`config.mk`:
```
export PLATFORM = sky130hd
export DESIGN_NAME = zbt_sram_ctrl_flat
export DESIGN_NICKNAME = d
export VERILOG_FILES = /design/src/rtl/zbt_pkg.sv /design/src/rtl/zbt_sram_ctrl_if.sv /design/src/rtl/zbt_pipe_delay.sv /design/src/rtl/zbt_sram_ctrl.sv /design/src/flat_wrapper.sv
export SDC_FILE = /design/constraint.sdc
export NUM_CORES = 1
export LEC_CHECK = 0
export CORE_MARGIN = 2
export CORE_UTILIZATION = 52
export DETAILED_ROUTE_END_ITERATION = 7
export PLACE_DENSITY_LB_ADDON = 0.05
export REMOVE_ABC_BUFFERS = 1
export SLEW_MARGIN = 20
export SYNTH_ARGS = -nofsm -noshare
export SYNTH_HDL_FRONTEND = slang
export SYNTH_HIERARCHICAL = 1
export SYNTH_SLANG_ARGS = --single-unit
```
`constraint.sdc`:
```
create_clock -name clk -period 3.2 [get_ports clk]
set_input_delay 0.96 -clock clk [delete_from_list [all_inputs] [get_ports clk]]
set_output_delay 0.96 -clock clk [all_outputs]
set_load 0.05 [all_outputs]
```
`src/rtl/zbt_pkg.sv`:
```
// Shared definitions for the pipelined ZBT SRAM controller.
// ZBT_SNOOZE_EN enables the idle snooze/wake states.
package zbt_pkg;

    localparam int ZBT_ADDR_W = 19;
    localparam int ZBT_DATA_W = 32;
    localparam int ZBT_BE_W   = 4;

    localparam int ZBT_WR_LAT = 2;
    localparam int ZBT_RD_LAT = 4;

    typedef enum logic [1:0] {
        ST_INIT   = 2'd0,
        ST_RUN    = 2'd1,
        ST_SNOOZE = 2'd2,
        ST_WAKE   = 2'd3
    } zbt_state_e;

    function automatic logic [ZBT_BE_W-1:0] zbt_bw_n(
        input logic                we,
        input logic [ZBT_BE_W-1:0] be
    );
        return we ? ~be : {ZBT_BE_W{1'b1}};
    endfunction

endpackage

```
`src/rtl/zbt_sram_ctrl_if.sv`:
```
// Client request/response bundle for zbt_sram_ctrl.
// master = client logic, slave = controller.
interface zbt_sram_ctrl_if
    import zbt_pkg::*;
#(
    parameter int ADDR_W = ZBT_ADDR_W,
    parameter int DATA_W = ZBT_DATA_W
);

    logic                req_valid;
    logic                req_ready;
    logic                req_we;
    logic [ADDR_W-1:0]   req_addr;
    logic [DATA_W-1:0]   req_wdata;
    logic [ZBT_BE_W-1:0] req_be;
    logic                rd_valid;
    logic [DATA_W-1:0]   rd_data;

    modport master (
        output req_valid,
        output req_we,
        output req_addr,
        output req_wdata,
        output req_be,
        input  req_ready,
        input  rd_valid,
        input  rd_data
    );

    modport slave (
        input  req_valid,
        input  req_we,
        input  req_addr,
        input  req_wdata,
        input  req_be,
        output req_ready,
        output rd_valid,
        output rd_data
    );

endinterface

```
`src/rtl/zbt_pipe_delay.sv`:
```
// Fixed-depth valid+data shift register used to line up
// write data and read tags with the ZBT pipeline.
module zbt_pipe_delay #(
    parameter int DEPTH = 2,
    parameter int W     = 32
) (
    input  logic         clk,
    input  logic         reset,
    input  logic         in_valid_i,
    input  logic [W-1:0] in_data_i,
    output logic         out_valid_o,
    output logic [W-1:0] out_data_o
);

    logic [DEPTH-1:0] valid_q;
    logic [W-1:0]     data_q [DEPTH];

    always_ff @(posedge clk) begin
        if (reset) begin
            valid_q <= '0;
            for (int i = 0; i < DEPTH; i++) begin
                data_q[i] <= '0;
            end
        end else begin
            valid_q[0] <= in_valid_i;
            data_q[0]  <= in_data_i;
            for (int i = 1; i < DEPTH; i++) begin
                valid_q[i] <= valid_q[i-1];
                data_q[i]  <= data_q[i-1];
            end
        end
    end

    assign out_valid_o = valid_q[DEPTH-1];
    assign out_data_o  = data_q[DEPTH-1];

endmodule

```
`src/rtl/zbt_sram_ctrl.sv`:
```
// Full-rate single-port controller for a pipelined 32-bit ZBT SRAM.
// Define ZBT_SNOOZE_EN to add the idle snooze (ZZ) states.
module zbt_sram_ctrl
    import zbt_pkg::*;
#(
    parameter int ADDR_W      = ZBT_ADDR_W,
    parameter int DATA_W      = ZBT_DATA_W,
    parameter int INIT_CYCLES = 16
`ifdef ZBT_SNOOZE_EN
    ,
    parameter int IDLE_LIMIT  = 256,
    parameter int WAKE_CYCLES = 2
`endif
) (
    input  logic                clk,
    input  logic                reset,
    zbt_sram_ctrl_if.slave      req,
    output logic [ADDR_W-1:0]   sram_addr,
    output logic                sram_we_n,
    output logic [ZBT_BE_W-1:0] sram_bw_n,
    output logic                sram_ce_n,
    output logic                sram_ld_n,
    output logic                sram_cke_n,
    output logic                sram_oe_n,
    output logic                sram_ce2,
    output logic                sram_ce2_n,
    output logic                sram_lbo_n,
    output logic                sram_zz,
    output logic [DATA_W-1:0]   dq_out,
    output logic                dq_oe,
    input  logic [DATA_W-1:0]   dq_in
);

    localparam int INIT_W = $clog2(INIT_CYCLES + 1);

    zbt_state_e        state_q;
    logic [INIT_W-1:0] init_cnt_q;
    logic              accept;

    assign req.req_ready = (state_q == ST_RUN);
    assign accept        = req.req_valid && req.req_ready;

`ifdef ZBT_SNOOZE_EN
    localparam int IDLE_W = $clog2(IDLE_LIMIT + 1);
    localparam int WAKE_W = $clog2(WAKE_CYCLES + 1);

    logic [IDLE_W-1:0]     idle_q;
    logic [WAKE_W-1:0]     wake_q;
    logic                  zz_q;
    logic [ZBT_RD_LAT-1:0] hist_q;
    logic                  inflight;

    // hist_q covers every edge up to the last response of an access
    assign inflight = |hist_q;
    assign sram_zz  = zz_q;
`else
    assign sram_zz  = 1'b0;
`endif

    always_ff @(posedge clk) begin
        if (reset) begin
            state_q    <= ST_INIT;
            init_cnt_q <= INIT_W'(INIT_CYCLES - 1);
`ifdef ZBT_SNOOZE_EN
            idle_q     <= '0;
            wake_q     <= '0;
            zz_q       <= 1'b0;
            hist_q     <= '0;
`endif
        end else begin
`ifdef ZBT_SNOOZE_EN
            hist_q <= {hist_q[ZBT_RD_LAT-2:0], accept};
`endif
            unique case (state_q)
                ST_INIT: begin
                    if (init_cnt_q == '0) begin
                        state_q <= ST_RUN;
                    end else begin
                        init_cnt_q <= init_cnt_q - INIT_W'(1);
                    end
                end
`ifdef ZBT_SNOOZE_EN
                ST_RUN: begin
                    if (req.req_valid || inflight) begin
                        idle_q <= '0;
                    end else if (idle_q == IDLE_W'(IDLE_LIMIT - 1)) begin
                        idle_q  <= '0;
                        zz_q    <= 1'b1;
                        state_q <= ST_SNOOZE;
                    end else begin
                        idle_q <= idle_q + IDLE_W'(1);
                    end
                end
                ST_SNOOZE: begin
                    if (req.req_valid) begin
                        zz_q    <= 1'b0;
                        wake_q  <= WAKE_W'(WAKE_CYCLES - 1);
                        state_q <= ST_WAKE;
                    end
                end
                ST_WAKE: begin
                    if (wake_q == '0) begin
                        state_q <= ST_RUN;
                    end else begin
                        wake_q <= wake_q - WAKE_W'(1);
                    end
                end
`else
                ST_RUN: state_q <= ST_RUN;
`endif
                default: state_q <= ST_INIT;
            endcase
        end
    end

    logic                v0_q;
    logic                we0_q;
    logic [ADDR_W-1:0]   addr0_q;
    logic [ZBT_BE_W-1:0] be0_q;
    logic [DATA_W-1:0]   wdata0_q;

    always_ff @(posedge clk) begin
        if (reset) begin
            v0_q     <= 1'b0;
            we0_q    <= 1'b0;
            addr0_q  <= '0;
            be0_q    <= '0;
            wdata0_q <= '0;
        end else begin
            v0_q <= accept;
            if (accept) begin
                we0_q    <= req.req_we;
                addr0_q  <= req.req_addr;
                be0_q    <= req.req_be;
                wdata0_q <= req.req_wdata;
            end
        end
    end

    logic                ce_n_q;
    logic                we_n_q;
    logic [ZBT_BE_W-1:0] bw_n_q;
    logic [ADDR_W-1:0]   addr_q;

    // Idle slots become deselects; the address simply holds.
    always_ff @(posedge clk) begin
        if (reset) begin
            ce_n_q <= 1'b1;
            we_n_q <= 1'b1;
            bw_n_q <= '1;
            addr_q <= '0;
        end else if (v0_q) begin
            ce_n_q <= 1'b0;
            we_n_q <= ~we0_q;
            bw_n_q <= zbt_bw_n(we0_q, be0_q);
            addr_q <= addr0_q;
        end else begin
            ce_n_q <= 1'b1;
            we_n_q <= 1'b1;
            bw_n_q <= '1;
        end
    end

    logic              wr_v;
    logic [DATA_W-1:0] wr_data;
    logic              rd_tag_v;
    logic [0:0]        rd_tag_rd;
    logic              rd_hit_d;

    zbt_pipe_delay #(
        .DEPTH (ZBT_WR_LAT),
        .W     (DATA_W)
    ) u_wr_pipe (
        .clk         (clk),
        .reset       (reset),
        .in_valid_i  (v0_q && we0_q),
        .in_data_i   (wdata0_q),
        .out_valid_o (wr_v),
        .out_data_o  (wr_data)
    );

    zbt_pipe_delay #(
        .DEPTH (ZBT_RD_LAT - 1),
        .W     (1)
    ) u_rd_pipe (
        .clk         (clk),
        .reset       (reset),
        .in_valid_i  (v0_q),
        .in_data_i   (~we0_q),
        .out_valid_o (rd_tag_v),
        .out_data_o  (rd_tag_rd)
    );

    assign rd_hit_d = rd_tag_v && rd_tag_rd[0];

    logic              dq_oe_q;
    logic [DATA_W-1:0] dq_out_q;
    logic              rd_valid_q;
    logic [DATA_W-1:0] rd_data_q;

    always_ff @(posedge clk) begin
        if (reset) begin
            dq_oe_q    <= 1'b0;
            dq_out_q   <= '0;
            rd_valid_q <= 1'b0;
            rd_data_q  <= '0;
        end else begin
            dq_oe_q    <= wr_v;
            rd_valid_q <= rd_hit_d;
            if (wr_v) begin
                dq_out_q <= wr_data;
            end
            if (rd_hit_d) begin
                rd_data_q <= dq_in;
            end
        end
    end

    assign req.rd_valid = rd_valid_q;
    assign req.rd_data  = rd_data_q;

    assign sram_addr  = addr_q;
    assign sram_we_n  = we_n_q;
    assign sram_bw_n  = bw_n_q;
    assign sram_ce_n  = ce_n_q;
    assign dq_out     = dq_out_q;
    assign dq_oe      = dq_oe_q;

    assign sram_ld_n  = 1'b0;
    assign sram_cke_n = 1'b0;
    assign sram_oe_n  = 1'b0;
    assign sram_ce2   = 1'b1;
    assign sram_ce2_n = 1'b0;
    assign sram_lbo_n = 1'b0;

endmodule

```
`src/flat_wrapper.sv`:
```
// flat-port wrapper written by rule: the top's interface ports become plain ports
module zbt_sram_ctrl_flat import zbt_pkg::*;
#(
    parameter int ADDR_W      = ZBT_ADDR_W,
    parameter int DATA_W      = ZBT_DATA_W,
    parameter int INIT_CYCLES = 16

)
  (clk, reset, sram_addr, sram_we_n, sram_bw_n, sram_ce_n, sram_ld_n, sram_cke_n, sram_oe_n, sram_ce2, sram_ce2_n, sram_lbo_n, sram_zz, dq_out, dq_oe, dq_in, req_req_valid, req_req_we, req_req_addr, req_req_wdata, req_req_be, req_req_ready, req_rd_valid, req_rd_data);
  zbt_sram_ctrl_if #(.ADDR_W(ADDR_W), .DATA_W(DATA_W)) req_i ();
  input  logic clk;
  input  logic reset;
  output logic [ADDR_W-1:0] sram_addr;
  output logic sram_we_n;
  output logic [ZBT_BE_W-1:0] sram_bw_n;
  output logic sram_ce_n;
  output logic sram_ld_n;
  output logic sram_cke_n;
  output logic sram_oe_n;
  output logic sram_ce2;
  output logic sram_ce2_n;
  output logic sram_lbo_n;
  output logic sram_zz;
  output logic [DATA_W-1:0] dq_out;
  output logic dq_oe;
  input  logic [DATA_W-1:0] dq_in;
  input wire logic [$bits(req_i.req_valid)-1:0] req_req_valid;
  input wire logic [$bits(req_i.req_we)-1:0] req_req_we;
  input wire logic [$bits(req_i.req_addr)-1:0] req_req_addr;
  input wire logic [$bits(req_i.req_wdata)-1:0] req_req_wdata;
  input wire logic [$bits(req_i.req_be)-1:0] req_req_be;
  output wire logic [$bits(req_i.req_ready)-1:0] req_req_ready;
  output wire logic [$bits(req_i.rd_valid)-1:0] req_rd_valid;
  output wire logic [$bits(req_i.rd_data)-1:0] req_rd_data;
  assign req_i.req_valid = req_req_valid;
  assign req_i.req_we = req_req_we;
  assign req_i.req_addr = req_req_addr;
  assign req_i.req_wdata = req_req_wdata;
  assign req_i.req_be = req_req_be;
  assign req_req_ready = req_i.req_ready;
  assign req_rd_valid = req_i.rd_valid;
  assign req_rd_data = req_i.rd_data;
  zbt_sram_ctrl #(.ADDR_W(ADDR_W), .DATA_W(DATA_W), .INIT_CYCLES(INIT_CYCLES)) u_core (.clk(clk), .reset(reset), .req(req_i), .sram_addr(sram_addr), .sram_we_n(sram_we_n), .sram_bw_n(sram_bw_n), .sram_ce_n(sram_ce_n), .sram_ld_n(sram_ld_n), .sram_cke_n(sram_cke_n), .sram_oe_n(sram_oe_n), .sram_ce2(sram_ce2), .sram_ce2_n(sram_ce2_n), .sram_lbo_n(sram_lbo_n), .sram_zz(sram_zz), .dq_out(dq_out), .dq_oe(dq_oe), .dq_in(dq_in));
endmodule
```
==> results of run 1 <==
[worst reg2reg max path: cells and delay by family, from the launching register on]
kind	cells	cell delay (ns)
and+or+nand+nor	2	0.68
DFF	1	0.44
buffers and inverters	1	0.26
AOI/OAI and AO/OA	1	0.15
[state kept, by name (all words and copies together), names as in the netlist]
register	cells
u_core/u_wr_pipe/data_q	64
u_core/dq_out	32
u_core/req.rd_data	32
u_core/wdata0_q	32
u_core/addr0_q	19
u_core/sram_addr	19
u_core/init_cnt_q	5
u_core/be0_q	4
u_core/sram_bw_n	4
u_core/u_rd_pipe/data_q	3
u_core/u_rd_pipe/valid_q	3
u_core/u_wr_pipe/valid_q	2
u_core/dq_oe	1
u_core/req.rd_valid	1
u_core/sram_ce_n	1
u_core/sram_we_n	1
u_core/state_q	1
u_core/v0_q	1
u_core/we0_q	1
[cell usage in the layout (no fill, tap or decap), drive strengths merged]
cell,n
dfxtp,226
nand2,182
clkdlybuf4s50,181
a21oi,90
nor2b,76
nor2,61
mux2i,54
clkbuf,31
buf,8
clkinv,7
conb,7
inv,4
and2,3
bufinv,2
nand2b,2
ha,2
or4,1
nor3,1
a211o,1
o31ai,1
nor4b,1
[cell families (layout without fill, tap and decap cells)]
kind of cell | after synthesis | in the layout | share of synthesized area [%]
buf+inv | 92 | 233 | 7.360
other cells | 2 | 7 | 0.09928
flops | 226 | 226 | 59.81
fa+ha+maj | 2 | 2 | 0.3307
compound gates | 92 | 92 | 6.169
simple gates | 327 | 327 | 19.09
mux | 54 | 54 | 7.145
[where the power goes]
part | total (mW) | leakage (nW) | switching [mW] | internal, mW
clock network | 2.57 | 0.373 | 1.00 | 1.57
logic | 0.191 | 1.31 | 0.0841 | 0.107
registers | 2.82 | 1.82 | 0.00355 | 2.82
total | 5.58 | 3.50 | 1.09 | 4.49
[routing by layer]
layer  vias to the layer above  track usage, %  share of wire, %
li1                       2732               -                 -
met1                      2426           22.51                43
met2                       148           33.27                49
met3                        25           4.725               6.7
met4                         0           5.089               1.7
met5                         -               0                 0
[worst paths after layout]
| path | start | endpoint | cells after the start |
|---|---|---|---|
| min reg2reg | u_core/be0_q[3] | u_core/sram_bw_n[3] | 1 |
| min | u_core/be0_q[3] | u_core/sram_bw_n[3] | 1 |
| max reg2reg | u_core/state_q[0] | u_core/addr0_q[8] | 4 |
| max | u_core/state_q[0] | req_req_ready | 1 |
[cell type report]
| cell class | instances | share of cell area (%) |
|---|---|---|
| flip-flops and latches | 226 | 45.62 |
| multi-input cells | 482 | 25.28 |
| repair buffers | 189 | 19.16 |
| clock buffers | 31 | 6.509 |
| well taps | 184 | 2.321 |
| clock inverters | 9 | 0.9586 |
| inverters | 4 | 0.1514 |
==> results.yml, run 1 <==
route:
  dr.pass1.iters: 4
  drcViolationCount: 0
  avgViaCountPerCell: 4.739
  ant_nets: 0
  totalWireLength_um: 15060
  via_count: 5331
  wl_per_cell_um: 13.39
  drt_iter0_drc: 267
global_route:
  grt.total_usage_pct: 18.72
  grt_pass1_vias: 5238
  grt_max_degree: 82
  grt_pass1_wl_um: 24580
  overflow: 0
  antenna_found_initial: 0
worst_setup_path:
  cp_num_buf_inv: 1
  crit_required_ns: 2.24
  max_stage_delay_ns: 0.84
  cp_cell_sequence: "clkdlybuf4s50_1"
  path_delay_family: "buffers and inverters"
  worstPathArrival_ns: 1.76
  crit_type: "reg -> out"
  cp-start-kind: "register"
  worstPathMaxFanout: 7
  crit_path_top_delay_cell: "clkdlybuf4s50_1"
  r2r_setup_slack_ns: 1.60
  cp-end-kind: "output port"
clock_network:
  cts_setup_buffers: 0
  clkLatencyLatePin_ns: 0.48
  cts_tree: "yes"
  root_buffer: "clkbuf_16"
  clkTransAtPathRegs_ns: 0.06
  htreeDepth: 1
  cts_buffers: 22
  cts_resized: 0
  clock-sinks: 226
  cts_hold_buf: 0
  clock_path_buffers: 3
synthesis:
  synthCells: 795
  synth.ff_latch_count: 226
  synthFlopType: "dfxtp_1"
  synth.top_cell.area_share_pct: 59.81
  ys_types: 21
  synth_top_area_cell: "dfxtp_1"
  yosysMostFrequentCell: "dfxtp_1"
  synth_area_um2: 7565
  yosys-top-cells-area: "dfxtp_1 60%, nand2_1 9.0%, mux2i_1 7.1%"
  synth-edff-count: 0
  async_reset_ff_share_pct: 0
  syn_area_per_cell_um2: 9.515
  ys_warn_count: 6
  synthTopCellsByCount: "226 x dfxtp_1, 182 x nand2_1, 90 x a21oi_1"
  synth-seq-area-share_pct: 59.81
layout:
  diodes: 0
  multi_input_area_um2: 2507
  nNetsFinal: 1018
  stdcell_count: 1125
  nFillCells: 1106
  drive_gt1_share_pct: 5.207
  fin_area_um2: 9920
  seqCellArea_um2: 4526
  area_growth_pct: 31.13
  post-route-util_pct: 69.04
worst_hold_path:
  hold_class: "reg -> reg"
floorplanning:
  dieArea_um2: 15530
  die_y_um: 124.6
  fp-row-count: 44
  initial_core_util_pct: 52.65
  core_region_area_um2: 14370
  io_pins: 190
  die_w_um: 124.6
timing:
  finalClockSkew_ns: 0.006309
  timing.final.crit_share_pct: 84.97
  worstMarginPinSlew_ns: 1.097
  final.setup.worst_slack_ns: 0.4811
  maxSlewViolCount: 0
  finalSetupViolCount: 0
  rsz0062_at_grt: "false"
  fin_tns_setup_ns: 0
  max_freq_mhz: 367.8
  timing_hold_violations_final: 0
  whs_ns: 0.3903
  slew-limit-headroom_pct: 26.66
  layout_min_cycle_time_ns: 2.719
pwr:
  peakVddDrop_uv: 340.6
  p_per_area_nw_per_um2: 562.6
  power.leakage_nw: 3.502
  finalPower_mw: 5.580
placed_design:
  place_congestion: 0.7625
  port_buffers: 182
  hpwl_um: 9903
  dpl_worst_slack_ns: 0.6182
  place_area_um2: 9178
  place_inst: 1085
status:
  status: "complete, no violations"
flow_run:
  maxCapViolations: 0
(Power assumes the default switching activity.)
==> run 2, diff against run 1 <==
CORE_UTILIZATION = 44   (was 52)
clock period = 2.25 ns   (was 3.2 ns; I/O delays follow)
==> run 2 against run 1 <==
Net effect: setup slack got worse by 0.30 ns; worst hold slack got worse by 0.0098 ns; non-clock buffer count rose by 5; sequential share of layout area fell by 0.058 points; largest cell class unchanged; largest power group unchanged.
==> results.yml, run 2 (synthesis gave the netlist of run 1 again) <==
route:
  totalWireLength_um: 15020
  dr.pass1.iters: 4
  ant_nets: 0
  drt_iter0_drc: 207
  via_count: 5308
  wl_per_cell_um: 12.89
  avgViaCountPerCell: 4.556
  drcViolationCount: 0
global_route:
  overflow: 0
  antenna_found_initial: 1
  busiest_layer: "met2"
  use_met1_pct: 19.30
  grt_pass1_wl_um: 23830
  met2_usage_pct: 27.50
  grt_max_degree: 75
  globalRouteMet3Util_pct: 5.180
  grt_pass1_vias: 4946
  grt.total_usage_pct: 15.93
flow_run:
  maxCapViolations: 0
pwr:
  p_clk_share_pct: 46.3
  peakVddDrop_uv: 582.5
  p_sw_share_pct: 19.29
  p_per_area_nw_per_um2: 805.2
  switchingPower_mw: 1.543
  p_int_mw: 6.455
  p_seq_share_pct: 50.2
  power.leakage_nw: 3.934
  comb_power_share_pct: 3.4
floorplanning:
  core_region_area_um2: 16700
  die_w_um: 135.1
  die_y_um: 135.1
  dieArea_um2: 18260
  initial_core_util_pct: 45.30
  fp-row-count: 47
  io_pins: 190
layout:
  nNetsFinal: 1025
  regMostFlops: "u_core/u_wr_pipe/data_q"
  layout.cells.most_common_list: "225 x dfxtp_1, 181 x nand2_1, 90 x a21oi_1"
  diodes: 0
  largest_register_ffs: 64
  final_common_cell: "dfxtp_1"
  drive_gt1_share_pct: 5.926
  post-route-util_pct: 59.47
  area_growth_pct: 31.29
clock_network:
  cts_buffers: 24
  htreeDepth: 1
  cts_tree: "yes"
  clock-sinks: 226
  cts_setup_buffers: 0
  cts_hold_buf: 0
  clock_path_buffers: 3
  clkTransAtPathRegs_ns: 0.06
  root_buffer: "clkbuf_16"
  clkLatencyLatePin_ns: 0.49
timing:
  slew-limit-headroom_pct: 64.52
  layout_min_cycle_time_ns: 2.069
  finalSetupViolCount: 0
  timing_hold_violations_final: 0
  rsz0062_at_grt: "false"
  fin_tns_setup_ns: 0
  worstMarginPinSlew_ns: 0.5344
  maxSlewViolCount: 0
  finalClockSkew_ns: 0.007897
  whs_ns: 0.3805
  max_freq_mhz: 483.4
  timing.final.crit_share_pct: 91.93
placed_design:
  hpwl_um: 9856
  port_buffers: 182
  place_congestion: 0.7214
worst_setup_path:
  crit_type: "reg -> out"
  cp-start-kind: "register"
  path_delay_family: "buffers and inverters"
  worstPathMaxFanout: 2
  cp_num_buf_inv: 1
  cp-end-kind: "output port"
  timing.rr.end: "u_core/init_cnt_q[0]"
  r2r_setup_slack_ns: 0.83
  worstPathArrival_ns: 1.39
  max_stage_delay_ns: 0.55
  crit_path_top_delay_cell: "dlygate4sd2_1"
  crit_required_ns: 1.57
  cp_cell_sequence: "dlygate4sd2_1"
  ff2ff_path_depth: 5
  worstReg2RegStart: "u_core/init_cnt_q[0]"
status:
  status: "complete, no violations"
worst_hold_path:
  whs_path_depth: 1
  hold_class: "reg -> reg"
  hold_end: "u_core/sram_bw_n[1]"
  hold_start: "u_core/be0_q[1]"
run 2: worst max path at each step:
| stage | start | to | slack [ns] | depth (start not counted) |
|---|---|---|---|---|
| after floorplan | u_core/state_q[0] | u_core/addr0_q[0] | 0.17 | 3 |
| final | u_core/sram_addr[10] | sram_addr[10] | 0.18 | 1 |
| after CTS | u_core/dq_out[6] | dq_out[6] | 0.16 | 1 |
| after global routing | u_core/sram_addr[2] | sram_addr[2] | 0.13 | 1 |
| after global placement | req_req_valid | u_core/wdata0_q[2] | 0.33 | 5 |
| after detailed placement | req_req_valid | u_core/wdata0_q[31] | 0.27 | 5 |
run 2: area by class of cell:
type                       count  area, um2
fill                        1489       6769
sequential                   226       4526
multi-input combinational    482       2506
timing repair buffer         194       1853
clock buffer                  36      716.9
tap                          220      275.3
clock inverter                 3      40.04
inverter                       4      15.01
run 2: timing repair:
action / CTS / global route
resized for setup: 86 / 0
setup endpoints to repair: 86 / 0
endpoints found under the hold margin: 0 / 0
run 2: through the flow:
step	power, mW	area [um2]	std cells	worst slack [ns]
detailed placement	4.379	9283	1126	0.2708
global route	8.299	9932	1165	0.1272
finish	7.998	9932	1165	0.1815
CTS	8.123	9932	1165	0.1613
global placement	4.376	9283	1126	0.3252
floorplan	4.144	7042	712	0.1714
run 2: power by group through the flow:
stage	logic, mW	registers [mW]	clock network [mW]
5_1_grt	0.296	4.01	3.99
3_5_place_dp	0.277	4.10	0
4_1_cts	0.279	4.01	3.83
6_report	0.276	4.02	3.71
3_3_place_gp	0.274	4.10	0
2_1_floorplan	0.0429	4.10	0
run 2: routing by layer:
layer / wire length (um) / part of all wire, %
met5: 13 / 0.087
met4: 140 / 0.93
met3: 1091 / 7.3
met2: 7231 / 48
met1: 6537 / 44
